## src/rtl/vga_pkg.sv

```systemverilog
// Shared constants and types for the VGA speed-adjust input stage.
package vga_pkg;

  localparam int unsigned SPEED_W    = 3;
  localparam int unsigned SPEED_MAX  = 7;
  localparam int unsigned SPEED_INIT = 2;
  localparam int unsigned FCNT_W     = SPEED_W + 1;

  localparam int unsigned BTN_FAST = 0;
  localparam int unsigned BTN_SLOW = 1;

  typedef logic [SPEED_W-1:0] speed_t;

  // Frames per move tick: highest speed ticks every frame, speed 0 every SPEED_MAX+1 frames.
  function automatic logic [FCNT_W-1:0] frame_div(input speed_t s);
    return FCNT_W'(SPEED_MAX) - FCNT_W'(s) + FCNT_W'(1);
  endfunction

endpackage

```

## src/rtl/push_debounce.sv

```systemverilog
// One push button: two-flop synchroniser followed by a stability-window debouncer.
module push_debounce #(
  parameter int unsigned DB_COUNT = 500000
) (
  input  logic clk,
  input  logic rst,
  input  logic i_raw,
  output logic o_db
);

  localparam int unsigned CNT_W = (DB_COUNT > 1) ? $clog2(DB_COUNT) : 1;
  localparam logic [CNT_W-1:0] CNT_LAST = CNT_W'(DB_COUNT - 1);

  logic             r_s1;
  logic             r_s2;
  logic             r_db;
  logic [CNT_W-1:0] r_cnt;

  // Bring the asynchronous button into the clk domain.
  always_ff @(posedge clk) begin
    if (rst) begin
      r_s1 <= 1'b0;
      r_s2 <= 1'b0;
    end else begin
      r_s1 <= i_raw;
      r_s2 <= r_s1;
    end
  end

  // Accept a new level only after it has differed for DB_COUNT consecutive cycles.
  always_ff @(posedge clk) begin
    if (rst) begin
      r_cnt <= '0;
      r_db  <= 1'b0;
    end else if (r_s2 != r_db) begin
      if (r_cnt == CNT_LAST) begin
        r_db  <= r_s2;
        r_cnt <= '0;
      end else begin
        r_cnt <= r_cnt + CNT_W'(1);
      end
    end else begin
      r_cnt <= '0;
    end
  end

  assign o_db = r_db;

endmodule

```

## src/rtl/speed_ctrl.sv

```systemverilog
// Button-driven speed level and frame-synchronous move strobe for pixelGeneration.
module speed_ctrl
  import vga_pkg::*;
#(
  parameter int unsigned DB_COUNT  = 500000,
  parameter logic        VSYNC_ACT = 1'b0
) (
  input  logic               clk,
  input  logic               rst,
  input  logic [1:0]         push,
  input  logic               vsync,
  output logic [1:0]         push_db,
  output logic [SPEED_W-1:0] speed,
  output logic               move_tick
);

  logic [1:0]        w_db;
  logic [1:0]        r_db_q;
  logic [1:0]        r_press;
  speed_t            r_speed;
  logic              r_vs_q;
  logic [FCNT_W-1:0] r_frame_cnt;
  logic              r_tick;
  logic [FCNT_W-1:0] w_div;
  logic              w_frame_edge;
  logic              w_tick_due;

  push_debounce #(.DB_COUNT(DB_COUNT)) u_db_fast (
    .clk   (clk),
    .rst   (rst),
    .i_raw (push[BTN_FAST]),
    .o_db  (w_db[BTN_FAST])
  );

  push_debounce #(.DB_COUNT(DB_COUNT)) u_db_slow (
    .clk   (clk),
    .rst   (rst),
    .i_raw (push[BTN_SLOW]),
    .o_db  (w_db[BTN_SLOW])
  );

  // Turn debounced rising edges into single-cycle press pulses.
  always_ff @(posedge clk) begin
    if (rst) begin
      r_db_q  <= 2'b00;
      r_press <= 2'b00;
    end else begin
      r_db_q  <= w_db;
      r_press <= w_db & ~r_db_q;
    end
  end

  // Saturating speed step; simultaneous presses cancel.
  always_ff @(posedge clk) begin
    if (rst) begin
      r_speed <= speed_t'(SPEED_INIT);
    end else if (r_press[BTN_FAST] && !r_press[BTN_SLOW]) begin
      if (r_speed < speed_t'(SPEED_MAX)) begin
        r_speed <= r_speed + speed_t'(1);
      end
    end else if (r_press[BTN_SLOW] && !r_press[BTN_FAST]) begin
      if (r_speed != '0) begin
        r_speed <= r_speed - speed_t'(1);
      end
    end
  end

  assign w_div        = frame_div(r_speed);
  assign w_frame_edge = (vsync == VSYNC_ACT) && (r_vs_q != VSYNC_ACT);
  // ">=" lets a speed-up mid-interval fire immediately instead of skipping a period.
  assign w_tick_due   = (r_frame_cnt >= (w_div - FCNT_W'(1)));

  // Count frames and strobe move_tick once every div frames.
  always_ff @(posedge clk) begin
    if (rst) begin
      r_vs_q      <= 1'b0;
      r_frame_cnt <= '0;
      r_tick      <= 1'b0;
    end else begin
      r_vs_q <= vsync;
      r_tick <= 1'b0;
      if (w_frame_edge) begin
        if (w_tick_due) begin
          r_tick      <= 1'b1;
          r_frame_cnt <= '0;
        end else begin
          r_frame_cnt <= r_frame_cnt + FCNT_W'(1);
        end
      end
    end
  end

  assign push_db   = w_db;
  assign speed     = r_speed;
  assign move_tick = r_tick;

endmodule

```

## config.mk

```make
export PLATFORM = sky130hd
export DESIGN_NAME = speed_ctrl
export DESIGN_NICKNAME = d
export VERILOG_FILES = /design/src/rtl/vga_pkg.sv /design/src/rtl/push_debounce.sv /design/src/rtl/speed_ctrl.sv
export SDC_FILE = /design/constraint.sdc
export NUM_CORES = 1
export LEC_CHECK = 0
export BUFFER_PORTS_ARGS = -buffer_cell sky130_fd_sc_hd__buf_2
export CAP_MARGIN = 20
export CORE_UTILIZATION = 29
export CTS_CLUSTER_SIZE = 12
export DETAILED_ROUTE_END_ITERATION = 6
export HOLD_SLACK_MARGIN = 0.08
export PLACE_DENSITY = 0.42
export SYNTH_ARGS = -nofsm -noshare
export SYNTH_HDL_FRONTEND = slang
export SYNTH_SLANG_ARGS = --single-unit
export TNS_END_PERCENT = 1
```

## constraint.sdc

```tcl
create_clock -name clk -period 2.48 [get_ports clk]
set_input_delay 0 -clock clk [delete_from_list [all_inputs] [get_ports clk]]
set_output_delay 0 -clock clk [all_outputs]
set_load 0.02 [all_outputs]
```

== Word-level counts from Yosys, hierarchy flattened ==
Cells that the tools add are included.

* Register bits after elaboration: 57
* Logic and storage cells: 55
* Output and inout bits: 6
* Bits of input ports: 5

* Add/subtract/negate cells: 8
* Bitwise logic cells: 6
* Reduce and logical (&&, ||, !) cells: 14
* Magnitude comparators: 2
* Multiplexer cells: 6
* Equality and inequality tests: 5

{| class="wikitable"
|+ Operators by type and width
! operator !! count
|-
| $add 19x1->19 const B || 2
|-
| $eq 19x19->1 const B || 2
|-
| $mux 3 || 4
|-
| $add 4x1->4 const B || 2
|-
| $reduce_or 3->1 || 2
|-
| $ge 4x4->1 || 1
|-
| $mux 4 || 1
|-
| $not 1->1 || 4
|-
| $reduce_and 2->1 || 2
|-
| $reduce_bool 2->1 || 2
|-
| $sub 3x3->4 const A || 1
|-
| $sub 4x1->4 const B || 1
|-
| $add 3x1->3 const B || 1
|-
| $logic_and 1x1->1 || 3
|-
| $lt 3x3->1 const B || 1
|-
| $reduce_and 3->1 || 1
|-
| $reduce_bool 3->1 || 1
|-
| $sub 3x1->3 const B || 1
|-
| $and 2x2->2 || 1
|-
| $logic_not 1->1 || 2
|-
| $ne 1x1->1 || 2
|-
| $ne 2x1->1 const B || 1
|-
| $not 2->2 || 1
|-
| $reduce_or 2->1 || 1
|-
| $mux 1 || 1
|}

== Logic depth before layout (Yosys ltp) ==
Gate-level depths: netlist of run 1.

* Word-level depth: 5
* Depth in mapped cells: 8
* Mapped depth without buffers: 8

== Hierarchy ==
A second synthesis of run 1 with hierarchy kept.

* Cell total of the unflattened synthesis: 282
* Area total of the unflattened synthesis: 2588.7 um^2

{| class="wikitable"
|+ Modules (own cells, without submodules)
! module !! times used !! area an instance (um^2) !! seq. area each (um^2) !! cells each
|-
| push_debounce (u_db_fast) || 1 || 984.7 || 440.4 || 109
|-
| push_debounce (u_db_slow) || 1 || 984.7 || 440.4 || 108
|-
| speed_ctrl || 1 || 619.3 || 260.2 || 65
|}

== Worst setup path after synthesis of run 1 ==
Ideal clock, no wire load.

* Path kind: flip-flop to flip-flop
* Start: register r_press[1]
* End: register r_speed[2], in the netlist speed[2]
* Required time: 2.353 ns
* Period minus slack after synthesis: 1.847 ns
* Setup time: 0.127 ns
* Cell stages (with the launch flop): 9
* Path buffers: 0
* Data arrival time: 1.720 ns
* Setup slack: 0.633 ns
* Cell sequence: dfxtp_1 > inv_1 > ha_1 > inv_1 > fa_1 > xor2_1 > a2111oi_0 > xnor2_1 > nor2_1

* Cells in the longest elaborated chain, start to end: 4
* Elaborated cells on any way between the ends: 8
* Classes of those cells: eq/ne (1); mux (1); reduce/logical (6)

{| class="wikitable"
|+ Ends and longest elaborated chain
! what !! RTL line !! RTL
|-
| from (decl) || speed_ctrl.sv:19 || <nowiki>logic [1:0] r_press;</nowiki>
|-
| from (signal assigned) || speed_ctrl.sv:49 || <nowiki>r_press <= w_db & ~r_db_q;</nowiki>
|-
| $logic_not 1->1 || speed_ctrl.sv:57 || <nowiki>end else if (r_press[BTN_FAST] && !r_press[BTN_SLOW]) begin</nowiki>
|-
| $logic_and 1x1->1 || speed_ctrl.sv:57 ||
|-
| $ne 2x1->1 (no line) / $reduce_bool 2->1 (equally long branches) || - ||
|-
| $reduce_and 3->1 (no line) || - ||
|-
| to (signal assigned) || speed_ctrl.sv:56 || <nowiki>r_speed <= speed_t'(SPEED_INIT);</nowiki>
|-
| to (signal assigned) || speed_ctrl.sv:59 || <nowiki>r_speed <= r_speed + speed_t'(1);</nowiki>
|-
| to (signal assigned) || speed_ctrl.sv:63 || <nowiki>r_speed <= r_speed - speed_t'(1);</nowiki>
|-
| to (decl) || speed_ctrl.sv:20 || <nowiki>speed_t r_speed;</nowiki>
|}

Several ways; a longest one is shown, not always the timed one.
A chain may end at the register's enable or synchronous reset.

== Worst setup path in the final report of run 1 ==
* Start: register u_db_slow.r_cnt[2]
* End: register u_db_slow.r_cnt[17]

* Cells in the longest elaborated chain, start to end: 2
* Elaborated cells on any way between the ends: 3
* Classes of those cells: add/sub (1); eq/ne (1); reduce/logical (1)

{| class="wikitable"
|+ Ends and longest elaborated chain
! what !! RTL line !! RTL
|-
| from (decl) || push_debounce.sv:17 || <nowiki>logic [CNT_W-1:0] r_cnt;</nowiki>
|-
| from (signal assigned) || push_debounce.sv:40 || <nowiki>r_cnt <= r_cnt + CNT_W'(1);</nowiki>
|-
| parallel branches: the longest is 2 deep, another holds $add 19x1->19 || - ||
|}

Parallel ways; which one is timed is not known.

==> summary.md, run 1 <==
| Metric | Value |
|---|---|
| Worst vdd ir | 0.346 mV |
| Commonest non-fill, non-tap cell in the layout | dfxtp_1 |
| I/O pin cnt | 11 |
| Critical path cell sequence | nand3_2, or4_1, or4_1, a21oi_1 |
| Clock buffer depth | 2 |
| Tcrit/Tclk final | 79.0% |
| Antenna-violating nets left | 0 |
| Final setup fails | 0 |
| CP max FO | 8 |
| I/O Buffers | 10 |
| Vias in the first global route | ~1800 |
| Layout cell share with drive strength beyond 1 | around 13% |
| Synth unique cells | 39 |
| WP buf/inv | 0 |
| Register area | 1140 um^2 |
| Yosys top cell area share | between 40% and 50% |
| Post-synthesis cell count | between 200 and 300 |
| Placed cells | 395 |
| Max Cap Violations | 0 |
| Max-slew violation count | 0 |
| RSZ-0062 raised after global routing | no |
| TritonCTS clock tree | built |
| Status | finished clean |
| DR vias | 1967 |
| Setup TNS Final | 0 ns |
| ANT cells | 0 |
| Post-CTS sizing | 0 |
| Final Instance Count excl. Fillers | approximately 420 |
| Worst Path Arrival | around 2.2 ns |
| CTS root buffer | clkbuf_8 |
| Mapped Area | 2550 um^2 |
| Initial antenna violation count | 0 |
| Area grow syn2layout | 17.3% |
| Final #Nets | 320 |
| Pwr per Cell Area | 651 nW/um^2 |
| Initial drt markers | 92 |
| Area of the multi-input gates | 1310 um^2 |
| Fill cells | just under 900 |
| Crit path top cell by count | or4_1 |
| Placed cell areas | between 2000 and 3000 um^2 |
| Design Area, Final | roughly 3000 um^2 |
| Worst stage delay on the critical path | roughly 0.67 ns |
| Number of vias per cell | ~4.7 |
| CP startpoint kind | flop |
| Max-slew headroom | between 60 and 70% |
| Leading area contributor after synthesis | dfxtp_1 |
| Core area | 8380 um^2 |
| Clock transition at the registers of the reported paths | ~0.07 ns |
| Clock sinks | 57 |
| F_max | just over 0.5 GHz |
| Die height | ~96 um |
| Required @ worst endpoint | 2.74 ns |
| Initial Util | a little over 30% |
| Synth top area cells | dfxtp_1, xnor2_1, nor2_1 |
| Row Count | 33 |
| Routability-driven placement congestion ratio | ~0.77 |
| Die area | around 9200 um^2 |
| Mean area per synthesized cell | around 9 um^2 |
| Slew @ Worst Pin | 0.491 ns |
| Die X-Extent | between 90 and 100 um |
| First-pass GRT wire length | approximately 8400 um |
| Syn_nets | 300 |
| Final wirelength | about 4800 um |
| Drt wl/cell | between 10 and 15 um |
| Router iterations before antenna repair | 4 |
| Final Power | between 1.5 and 2 mW |
| Number of buffers created by CTS | 9 |
| Largest net degree at the start of global routing | 20 |
| Sequential-to-total area share from yosys stat | between 40% and 50% |
| Hold Violations, Final | 0 |
| Tmin final | between 1.5 and 2 ns |
| Min-Delay Path Class | flop to flop |
| Most frequent cells in the layout | dfxtp_1, nor2_1, nand2_1 |
| Gr usage total | 12.1% |
| Htree depth | 3 |
| Critical path class | flop to flop |
| Worst Setup End Kind | flop |
| Post-synthesis sequential element count | 57 |
| P_leak | slightly above 0.9 nW |
| Clock skew | between 0.01 and 0.015 ns |
| DP HPWL | about 3300 um |
| Cell family with most CP delay | simple AND/OR/NAND/NOR gates |
| Clk Latency, worst-skew pair | roughly 0.33 ns |
| Total grt overflow | 0 |
| Drt drc | 0 |
| Ys Warns | 0 |
| Critical path's slowest cell | or4_1 |
==> state kept, by name, summed over array words and instances (netlist names) <==
name             cells
r_vs_q               1
move_tick            1
u_db_slow.r_cnt     19
u_db_slow.r_s2       1
u_db_fast.r_cnt     19
u_db_fast.r_s2       1
u_db_fast.o_db       1
r_db_q               2
r_press              2
speed                3
u_db_slow.r_s1       1
u_db_fast.r_s1       1
r_frame_cnt          4
u_db_slow.o_db       1
==> final cells by class <==
cell class | instances | share of cell area (%)
clock buffer | 11 | 5.06
clock inverter | 5 | 2.59
inverter | 15 | 1.88
multi-input combinational | 206 | 43.7
sequential | 57 | 38.1
tap | 105 | 4.39
timing repair buffer | 18 | 4.18
==> synthesized netlist by cell type (all sizes together) <==
cell / count
dfxtp: 57
nor2: 32
nand2: 21
xnor2: 18
a21oi: 16
inv: 15
nand3: 14
nor2b: 10
o21ai: 10
or3: 10
xor2: 10
or4: 9
ha: 7
nor4: 7
buf: 6
o31ai: 6
nand2b: 5
nor3: 5
and4: 3
clkbuf: 3
nand4: 3
nor4b: 3
a211oi: 2
a221oi: 2
o21bai: 2
or2: 2
or4b: 2
a2111oi: 1
and3: 1
fa: 1
mux2i: 1
nand3b: 1
nor3b: 1
nor4bb: 1
==> cells by family after synthesis <==
group	synth area share [%]
simple gates	27.7
flops	44.7
compound gates	9.37
xor+xnor	9.61
buf+inv	3.97
fa+ha+maj	4.22
mux	0.392
==> report_power, final <==
| part | switching [mW] | internal (mW) | leakage, nW |
|---|---|---|---|
| logic | 0.0193 | 0.0178 | 0.355 |
| clock network | 0.370 | 0.617 | 0.115 |
| registers | 0.00343 | 0.921 | 0.460 |
| total | 0.393 | 1.56 | 0.930 |
==> what timing repair did <==
| item | 4_1_cts | 5_1_grt |
|---|---|---|
| endpoints found under the hold margin | 11 | 0 |
| setup buffers | 0 | 0 |
| hold buffers | 6 | 0 |
==> worst register-to-register path, stage by stage, from the launching register on <==
cell,delay (ns)
dfxtp_1,0.44
nand3_2,0.14
or4_1,0.67
or4_1,0.52
a21oi_1,0.14
==> final timing paths <==
path	from	end	slack, ns	depth (start not counted)
worst min register to register	r_db_q[1]$_SDFF_PP0_	r_press[1]$_SDFF_PP0_	0.38	1
worst min-delay path	r_db_q[1]$_SDFF_PP0_	r_press[1]$_SDFF_PP0_	0.38	1
worst max register to register	u_db_slow.r_cnt[2]$_SDFF_PP0_	u_db_slow.r_cnt[17]$_SDFF_PP0_	0.52	4
worst max-delay path	u_db_slow.r_cnt[2]$_SDFF_PP0_	u_db_slow.r_cnt[17]$_SDFF_PP0_	0.52	4
==> through the flow <==
step	hold WS [ns]	util, %	setup slack, ns
3_5_place_dp	0.227	32.2	0.521
2_1_floorplan	0.128	-	0.633
4_1_cts	0.381	35.7	0.499
5_1_grt	0.384	35.7	0.290
3_3_place_gp	0.220	32.2	0.537
6_report	0.380	35.7	0.520
==> layer usage <==
layer | GRT usage (%) | up-vias | wire length (um)
li1 | - | 1043 | -
met1 | 16.5 | 904 | 2620
met2 | 16.7 | 18 | 1950
met3 | 3.95 | 2 | 153
met4 | 6.34 | 0 | 38
met5 | 0 | - | 0
Note: power is estimated with default switching activity, not from simulation.
==> run 2: changes to the inputs <==
--- a/config.mk
+++ b/config.mk
@@ -11,7 +11,7 @@
 export CTS_CLUSTER_SIZE = 12
 export DETAILED_ROUTE_END_ITERATION = 6
 export HOLD_SLACK_MARGIN = 0.08
-export PLACE_DENSITY = 0.42
+export PLACE_DENSITY = 0.43
 export SYNTH_ARGS = -nofsm -noshare
 export SYNTH_HDL_FRONTEND = slang
 export SYNTH_SLANG_ARGS = --single-unit
==> constraint.sdc (replaced) <==
create_clock -name clk -period 1.6 [get_ports clk]
set_input_delay 0 -clock clk [delete_from_list [all_inputs] [get_ports clk]]
set_output_delay 0 -clock clk [all_outputs]
set_load 0.02 [all_outputs]
==> run 2 against run 1 <==
Register-to-register slack worse by 0.61 ns. Sequential power rose by 55%. Final area is 19% higher. The flow now finishes with violations (setup timing). Clock skew down 0.00080 ns. Critical path type unchanged. Non-clock buffer count grew 56.
==> summary.md, run 2 (synthesis gave the netlist of run 1 again) <==
| Metric | Value |
|---|---|
| CP startpoint kind | flop |
| Routability-driven placement congestion ratio | 0.694 (-9.5%) |
| I/O Buffers | 10 (unchanged) |
| R2R cell count | 4 (unchanged) |
| Slew @ Worst Pin | 0.473 ns (-0.0174 ns) |
| Sw Share | 21.8% (+1.7 points) |
| Setup ws final | -0.0870 ns (-0.607 ns) |
| Int Power | 2.11 mW (+35%) |
| CP max FO | 7 (-1) |
| Failing checks | setup timing |
| Router iterations before antenna repair | 4 (unchanged) |
| Drt drc | 0 (unchanged) |
| Layout cell share with drive strength beyond 1 | 35.1% (+23 points) |
| Max-slew headroom | 68.2% (+1.7 points) |
| Gr usage total | 13.4% (+1.3 points) |
| Clock Power Share | 44.0% (-6.6 points) |
| RSZ-0062 raised after global routing | yes |
| Initial drt markers | 38 (-59%) |
| Largest registers | u_db_fast.r_cnt: 19 flops, u_db_slow.r_cnt: 19 flops, r_frame_cnt: 4 flops |
| Clock buffer depth | 2 (unchanged) |
| Hold Path Origin | r_db_q[0]$_SDFF_PP0_ |
| Tcrit/Tclk final | 105% (+26 points) |
| Clock skew | 0.0103 ns (-0.000797 ns) |
| CTS root buffer | clkbuf_8 |
| Min-Delay Path Class | flop to flop |
| ANT cells | 0 (unchanged) |
| Hold Crit Endpoint | r_press[0]$_SDFF_PP0_ |
| Fill cells | 859 (-2.1%) |
| Clock transition at the registers of the reported paths | 0.07 ns (about the same) |
| First-pass GRT wire length | 9360 um (+12%) |
| DR vias | 2185 (+11%) |
| Initial antenna violation count | 0 (unchanged) |
| Htree depth | 3 (unchanged) |
| Final wirelength | 5490 um (+15%) |
| Area grow syn2layout | 40.1% |
| Placed cells | 446 (+13%) |
| Hold depth | 1 (unchanged) |
| Number of buffers created by CTS | 9 (unchanged) |
| Die area | 9180 um^2 (unchanged) |
| F_max | 0.593 GHz (+16%) |
| Worst R2R Setup Slack | -0.09 ns (-0.61 ns) |
| Number of vias per cell | 4.62 (-2.1%) |
| Drt wl/cell | 11.6 um (+1.7%) |
| TritonCTS clock tree | built |
| DP HPWL | 3870 um (+18%) |
| I/O pin cnt | 11 (unchanged) |
| Critical path class | flop to flop |
| Hold_ws | 0.383 ns (+0.00271 ns) |
| Pwr per Cell Area | 754 nW/um^2 (+16%) |
| Hold Violations, Final | 0 (unchanged) |
| Die height | 95.8 um (unchanged) |
| Vias in the first global route | 2080 (+16%) |
| Commonest non-fill, non-tap cell in the layout | buf_4 |
| Required @ worst endpoint | 1.87 ns (-0.87 ns) |
| Die X-Extent | 95.8 um (unchanged) |
| Tmin final | 1.69 ns (-0.273 ns) |
| Clock sinks | 57 (unchanged) |
| Setup slack after placement | -0.204 ns (-0.725 ns) |
| R2R Path Start | u_db_slow.r_cnt[5]$_SDFF_PP0_ |
| Worst vdd ir | 0.366 mV (+5.6%) |
| Met3 GRT Util | 4.11% (+0.16 points) |
| Final setup fails | 20 (+20) |
| Psw | 0.588 mW (+50%) |
| Register share of total power | 53.1% (+5.6 points) |
| Total grt overflow | 0 (unchanged) |
| Worst Setup End Kind | flop |
| P_leak | 1.24 nW (+33%) |
| Clk Latency, worst-skew pair | 0.33 ns (about the same) |
| Comb pwr share | 2.9% (+1.0 points) |
| Row Count | 33 (unchanged) |
| Final #Nets | 376 (+18%) |
| Antenna-violating nets left | 0 (unchanged) |
| Final Instance Count excl. Fillers | 473 (+13%) |
| Largest net degree at the start of global routing | 20 (unchanged) |
| Initial Util | 30.4% (unchanged) |
| Worst reg2reg path endpoint | u_db_slow.r_cnt[17]$_SDFF_PP0_ |
| Core area | 8380 um^2 (unchanged) |
| Max Cap Violations | 0 (unchanged) |
| Met2 usage | 19.7% (+3.0 points) |
| Max-slew violation count | 0 (unchanged) |
| Met1 GRT Util | 18.1% (+1.6 points) |
| Most frequent cells in the layout | buf_4, dfxtp_1, nor2_1 |
| Most Crowded Layer GR | met2 |
| Status | finished, violations left |
| Worst Path Arrival | 1.95 ns (-0.27 ns) |
## run 2: cell count changes in the layout (fill, tap and decap cells not counted), moves of 4 or more
| cell | before | now |
|---|---|---|
| or3_4 | 0 | 4 |
| buf_4 | 2 | 53 |
| dfxtp_1 | 57 | 45 |
| dfxtp_2 | 0 | 10 |
## run 2: worst max path at each step
stage	startpoint	endpoint	slack (ns)	cells past startpoint
floorplan	u_db_slow.r_cnt[3]$_SDFF_PP0_	u_db_slow.r_cnt[17]$_SDFF_PP0_	-0.13	5
global placement	u_db_slow.r_cnt[0]$_SDFF_PP0_	u_db_slow.r_cnt[17]$_SDFF_PP0_	-0.15	4
CTS	u_db_slow.r_cnt[9]$_SDFF_PP0_	u_db_slow.r_cnt[18]$_SDFF_PP0_	-0.08	6
finish	u_db_slow.r_cnt[5]$_SDFF_PP0_	u_db_slow.r_cnt[17]$_SDFF_PP0_	-0.09	4
detailed placement	u_db_slow.r_cnt[0]$_SDFF_PP0_	u_db_slow.r_cnt[15]$_SDFF_PP0_	-0.20	4
global route	u_db_slow.r_cnt[5]$_SDFF_PP0_	u_db_slow.r_cnt[17]$_SDFF_PP0_	-0.16	4
## run 2: area by class of cell
type | instances | area (um^2) | share of cell area [%]
Inverter | 15 | 56.3 | 1.58
Multi-Input combinational cell | 206 | 1450 | 40.7
Clock inverter | 3 | 15.0 | 0.420
Clock buffer | 13 | 159 | 4.45
Timing Repair Buffer | 74 | 598 | 16.7
Sequential cell | 57 | 1160 | 32.5
Tap cell | 105 | 131 | 3.68
## run 2: critical path, cell delays in order (launching register included)
cell     delay, ns
dfxtp_2       0.35
nand3_2       0.09
or4_4         0.57
or4_1         0.48
a21oi_1       0.13
## run 2: timing repair
action / in CTS / in global routing
setup buffers: 4 / 0
gates cloned: 1 / 0
hold buffers: 6 / 0
resized for setup: 19 / 16
endpoints found under the setup margin: 41 / 42
endpoints found under the hold margin: 8 / 0
pin swaps: 12 / 4
## run 2: per-stage QoR
stage | util (%) | area (um^2) | TNS [ns] | power, mW
6_report | 42.6 | 3570 | -0.716 | 2.69
5_1_grt | 42.6 | 3570 | -2.47 | 2.82
4_1_cts | 41.8 | 3510 | -1.32 | 2.76
3_5_place_dp | 37.7 | 3160 | -4.92 | 1.52
3_3_place_gp | 37.7 | 3160 | -3.94 | 1.52
2_1_floorplan | - | 2610 | -3.71 | 1.50
## run 2: power by group through the flow
stage / clock (mW) / combinational [mW] / sequential [mW]
after CTS: 1.25 / 0.0763 / 1.43
final: 1.19 / 0.0778 / 1.43
after detailed placement: 0 / 0.0568 / 1.46
after global routing: 1.30 / 0.0860 / 1.43
after floorplan: 0 / 0.0342 / 1.46
after global placement: 0 / 0.0560 / 1.46
## run 2: per-layer routing
layer	routed length (um)	vias up
met5	0	-
met4	66	0
met3	166	7
met2	2320	20
met1	2930	1001
li1	-	1157
